<file path="config.mk">
export PLATFORM = sky130hd
export DESIGN_NAME = tmds_encoder
export DESIGN_NICKNAME = d
export VERILOG_FILES = /design/src/rtl/tmds_encoder.sv
export SDC_FILE = /design/constraint.sdc
export NUM_CORES = 1
export LEC_CHECK = 0
export BUFFER_PORTS_ARGS = -buffer_cell sky130_fd_sc_hd__clkbuf_2
export CORE_MARGIN = 5
export CORE_UTILIZATION = 40
export DETAILED_ROUTE_END_ITERATION = 8
export HOLD_SLACK_MARGIN = 0.06
export SLEW_MARGIN = 20
export SYNTH_ARGS = -nofsm -noshare
export SYNTH_HDL_FRONTEND = slang
export SYNTH_SLANG_ARGS = --single-unit
</file>
<file path="constraint.sdc">
create_clock -name clk -period 8.3 [get_ports clk]
set_input_delay 1.245 -clock clk [delete_from_list [all_inputs] [get_ports clk]]
set_output_delay 1.245 -clock clk [all_outputs]
set_load 0.03 [all_outputs]
</file>
<file path="src/rtl/tmds_encoder.sv">
// Single-lane TMDS 8b/10b encoder, 2-stage pipeline after the input register, 1 symbol/clock.
// Optional TERC4 data-island coding is enabled by defining TMDS_ENC_TERC4_EN.
module tmds_encoder #(
    parameter logic [9:0] CTRL_RST = 10'b1101010100
) (
    input  logic       clk,
    input  logic       rst_n,
    input  logic       de,
    input  logic       c0,
    input  logic       c1,
    input  logic [7:0] din,
`ifdef TMDS_ENC_TERC4_EN
    input  logic       island,
    input  logic [3:0] aux,
`endif
    output logic [9:0] dout
);

    function automatic logic [3:0] popcount8(input logic [7:0] v);
        logic [3:0] n;
        n = '0;
        for (int i = 0; i < 8; i++) n = n + {3'b000, v[i]};
        return n;
    endfunction

    function automatic logic [9:0] ctrl_code(input logic [1:0] c);
        logic [9:0] s;
        case (c)
            2'b00:   s = 10'b1101010100;
            2'b01:   s = 10'b0010101011;
            2'b10:   s = 10'b0101010100;
            default: s = 10'b1010101011;
        endcase
        return s;
    endfunction

`ifdef TMDS_ENC_TERC4_EN
    function automatic logic [9:0] terc4_code(input logic [3:0] a);
        logic [9:0] s;
        case (a)
            4'h0:    s = 10'b1010011100;
            4'h1:    s = 10'b1001100011;
            4'h2:    s = 10'b1011100100;
            4'h3:    s = 10'b1011100010;
            4'h4:    s = 10'b0101110001;
            4'h5:    s = 10'b0100011110;
            4'h6:    s = 10'b0110001110;
            4'h7:    s = 10'b0100111100;
            4'h8:    s = 10'b1011001100;
            4'h9:    s = 10'b0100111001;
            4'hA:    s = 10'b0110011100;
            4'hB:    s = 10'b1011000110;
            4'hC:    s = 10'b1010001110;
            4'hD:    s = 10'b1001110001;
            4'hE:    s = 10'b0101100011;
            default: s = 10'b1011000011;
        endcase
        return s;
    endfunction
`endif

    logic [7:0]        s1_din;
    logic              s1_de;
    logic [1:0]        s1_c;
    logic [3:0]        s1_n1d;
    logic [8:0]        qm_c;
    logic [8:0]        s2_qm;
    logic              s2_de;
    logic [1:0]        s2_c;
    logic signed [4:0] cnt;
    logic signed [4:0] cnt_nx;
    logic signed [4:0] bal;
    logic [3:0]        n1q;
    logic [9:0]        dout_nx;
    logic              use_xnor;

    always_ff @(posedge clk or negedge rst_n) begin
        if (!rst_n) begin
            s1_din <= '0;
            s1_de  <= 1'b0;
            s1_c   <= '0;
            s1_n1d <= '0;
        end else begin
            s1_din <= din;
            s1_de  <= de;
            s1_c   <= {c1, c0};
            s1_n1d <= popcount8(din);
        end
    end

    // Transition-minimising stage: XNOR chain when the byte is ones-heavy.
    always_comb begin
        use_xnor = (s1_n1d > 4'd4) || ((s1_n1d == 4'd4) && !s1_din[0]);
        qm_c     = '0;
        qm_c[0]  = s1_din[0];
        for (int i = 1; i < 8; i++) begin
            qm_c[i] = use_xnor ? ~(qm_c[i-1] ^ s1_din[i]) : (qm_c[i-1] ^ s1_din[i]);
        end
        qm_c[8] = ~use_xnor;
    end

    always_ff @(posedge clk or negedge rst_n) begin
        if (!rst_n) begin
            s2_qm <= '0;
            s2_de <= 1'b0;
            s2_c  <= '0;
        end else begin
            s2_qm <= qm_c;
            s2_de <= s1_de;
            s2_c  <= s1_c;
        end
    end

`ifdef TMDS_ENC_TERC4_EN
    logic       s1_island;
    logic [3:0] s1_aux;
    logic       s2_island;
    logic [3:0] s2_aux;

    always_ff @(posedge clk or negedge rst_n) begin
        if (!rst_n) begin
            s1_island <= 1'b0;
            s1_aux    <= '0;
            s2_island <= 1'b0;
            s2_aux    <= '0;
        end else begin
            s1_island <= island;
            s1_aux    <= aux;
            s2_island <= s1_island;
            s2_aux    <= s1_aux;
        end
    end
`endif

    // bal = n1q - n0q = 2*n1q - 8; modulo-32 arithmetic keeps n1q=8 correct.
    always_comb begin
        n1q     = popcount8(s2_qm[7:0]);
        bal     = $signed({n1q, 1'b0}) - 5'sd8;
        cnt_nx  = cnt;
        dout_nx = ctrl_code(s2_c);
        if (s2_de) begin
            if ((cnt == 5'sd0) || (bal == 5'sd0)) begin
                dout_nx = {~s2_qm[8], s2_qm[8], s2_qm[8] ? s2_qm[7:0] : ~s2_qm[7:0]};
                cnt_nx  = cnt + (s2_qm[8] ? bal : -bal);
            end else if (((cnt > 5'sd0) && (bal > 5'sd0)) ||
                         ((cnt < 5'sd0) && (bal < 5'sd0))) begin
                dout_nx = {1'b1, s2_qm[8], ~s2_qm[7:0]};
                cnt_nx  = cnt + (s2_qm[8] ? 5'sd2 : 5'sd0) - bal;
            end else begin
                dout_nx = {1'b0, s2_qm[8], s2_qm[7:0]};
                cnt_nx  = cnt + bal - (s2_qm[8] ? 5'sd0 : 5'sd2);
            end
        end else begin
            cnt_nx = '0;
`ifdef TMDS_ENC_TERC4_EN
            if (s2_island) dout_nx = terc4_code(s2_aux);
`endif
        end
    end

    always_ff @(posedge clk or negedge rst_n) begin
        if (!rst_n) begin
            dout <= CTRL_RST;
            cnt  <= '0;
        end else begin
            dout <= dout_nx;
            cnt  <= cnt_nx;
        end
    end

endmodule

</file>
==> run_results.csv <==
group,metric,value,unit
clock_network,numClockSinks,41,
routing,wl_per_cell,13.6,µm
routing,remaining_drc_errors,0,
synthesis,syn_area,2710,µm²
placement,dp_cells,338,
global_route,grt_pass1_vias,1823,
synthesis,ys_seq_elements,41,
clock_network,cts_setup_buffers,0,
sta,slew_headroom,0.422,
critical_path,cp_data_required_time,8480,ps
routing,totalWireLength,4710,µm
critical_path,critPathLaunch,"s2_qm[0]$_DFF_PN0_",
layout,final_cell_count_no_fill,346,
worst_hold_path,worstHoldPathCells,0,
routing,drt_iter0_markers,26,
clock_network,ctsHoldBuffers,0,
sta,setup_viol,0,
clock_network,root_buffer,"clkbuf_8",
synthesis,synth_cells,241,
placement,io_buffers,22,
clock_network,numCtsBuffers,5,
run_status,status,"complete, no violations",
synthesis,synth_cell_types,51,
sta,fmax,213,MHz
synthesis,synth-edff-count,0,
sta,tightest_slew,867,ps
global_route,grtUsageTotal,0.121,
critical_path,critPathArrivalTime,4870,ps
flow_run,maxCapViolations,0,
sta,min_period_over_period,0.565,
synthesis,synth_nets,290,
clock_network,clk_latency,290,ps
synthesis,synth_top_area_cell,"dfrtp_1",
sta,whs,353,ps
global_route,grt_pass1_wl,8350,µm
synthesis,synth_async_sr_flop_share,1.00,
routing,drt_pass1_iterations,4,
routing,ant_nets,0,
synthesis,synth.area.top_cells,"dfrtp_1 (33%), ha_1 (11%), fa_1 (9.6%)",
synthesis,yosys.area.top_type_share,0.332,
sta,finalSetupTns,0,ps
placement,hpwl,3680,µm
critical_path,critPathLaunchType,"flop",
critical_path,critPathCaptureType,"flop",
critical_path,worst_path_most_repeated_cell,"fa_1",
sta,fin_crit,4690,ps
critical_path,r2r_slack,3610,ps
floorplan,die_w,92.3,µm
critical_path,reg2regPathDepth,16,
sta,final_hold_viol_count,0,
critical_path,max_stage_delay,540,ps
floorplan,core_area,6680,µm²
routing,vias,1749,
clock_network,cts_tree,"done",
floorplan,die_y,92.3,µm
critical_path,critPathKind,"reg -> reg",
layout,final_nets,314,
worst_hold_path,worstHoldStart,"s1_c[1]$_DFF_PN0_",
clock_network,clk_path_buf_depth,2,
floorplan,initial_core_util,0.406,
clock_network,clk_pin_slew,80,ps
synthesis,seq_area_frac_synth,0.381,
routing,vias_per_cell,5.05,
floorplan,dieArea,8520,µm²
sta,rsz0062_at_grt,"false",
critical_path,timing.rr.start,"s2_qm[0]$_DFF_PN0_",
clock_network,cts_resized,0,
global_route,grt_max_degree,42,
floorplan,top_level_ports,23,
synthesis,yosysWarnings,0,
global_route,grt_antenna_before_repair,0,
clock_network,ctsHtreeMaxLevel,2,
sta,skew,10.6,ps
synthesis,syn_area_per_cell,11.3,µm²
layout,num_antenna_cells,0,
sta,drv_slew,0,
critical_path,critPathSlowestCell,"fa_1",
layout,synthToLayoutAreaGrowth,10.8,%
layout,drive_above_1_share,0.199,
placement,placed_cell_area,2890,µm²
global_route,grt-ovfl-total,0,
synthesis,ys.flop_type,"dfrtp_1",
placement,gp_congestion,0.878,
critical_path,cp_max_fo,4,
worst_hold_path,hold_path.class,"reg -> reg",
critical_path,crit_chain,"fa_1 > inv_1 > fa_1 > fa_1 > inv_1 > ha_1 > fa_1 > inv_1 > ha_1 > mux2_2 > ha_1 > and3_1 > or3_1 > o211ai_1 > mux2i_1 > a2111oi_2",
layout,design_area,3000,µm²
floorplan,rows,30,
## logic make-up after synthesis
kind of cell,synth area share
buf+inv,0.0646
simple gates,0.106
compound gates,0.154
xor+xnor,0.0849
mux,0.00784
flops,0.381
fa+ha+maj,0.202
## flip-flops by register name, indices dropped and copies added, names as in the netlist
signal,cells
s1_de,1
s1_c,2
s2_de,1
dout,10
s2_qm,9
s2_c,2
cnt,4
s1_n1d,4
s1_din,8
## path summary, 6_finish.rpt
kind,endpoint
max,cnt[4]$_DFF_PN0_
max in group asynchronous,s2_qm[3]$_DFF_PN0_
min reg2reg,s2_c[1]$_DFF_PN0_
max reg2reg,cnt[4]$_DFF_PN0_
min in group asynchronous,dout[7]$_DFF_PN0_
min,s2_c[1]$_DFF_PN0_
## final cells by class
type	count	area [µm²]
fillers	651	3680
multi-input cells	156	1500
flip-flops and latches	41	1030
inverters	39	146
repair buffers	22	110
well taps	80	100
clock buffers	6	72.6
clock inverters	2	38.8
## critical path, delay by kind of cell, from the launching register on
family,cells,cell delay (ps)
AOI/OAI and AO/OA,2,360
adders and majority gates,7,2730
buffers and inverters,3,180
DFF,1,410
muxes,2,370
and+or+nand+nor,2,550
## layer usage
layer  track usage  routed length, µm  vias up
met2         0.201               2300       28
li1              -                  -      875
met5             0                  0        -
met3        0.0227                163        4
met1         0.164               2220      842
met4        0.0297                 22        0
## cell usage after synthesis, types with 2 or more instances
cell type,n
a31oi_1,7
nor3_1,6
a2111oi_2,2
xnor2_2,2
ha_1,23
xor2_1,8
xnor2_1,10
nand2b_1,3
o2111a_1,3
buf_2,2
nand3_1,6
or3_4,2
and2_2,2
dfrtp_1,36
nor2_1,7
o2111ai_1,5
fa_1,13
or4_1,5
a21o_1,4
clkbuf_1,2
inv_1,39
o21a_1,2
nand2_1,4
o21ai_0,9
or3_1,4
a21oi_1,4
dfstp_2,5
o211ai_1,2
nor2b_1,2
## through the flow
step                utilization  setup slack [ps]
floorplan                     -              3760
global placement          0.433              3670
detailed placement        0.433              3600
CTS                       0.450              3610
global route              0.450              3340
finish                    0.450              3610
## placed cells by master, fill, tap and decap left out, types with 6 or more instances in the layout
| master | instances |
|---|---|
| xnor2_1 | 10 |
| o21ai_0 | 9 |
| clkbuf_2 | 21 |
| inv_1 | 39 |
| fa_1 | 13 |
| dfrtp_1 | 36 |
| nor3_1 | 6 |
| nor2_1 | 7 |
| nand3_1 | 6 |
| ha_1 | 23 |
| a31oi_1 | 7 |
| xor2_1 | 8 |
Power is not shown: default switching activity piles up to over one toggle a cycle in this logic, so the estimate is an artifact.
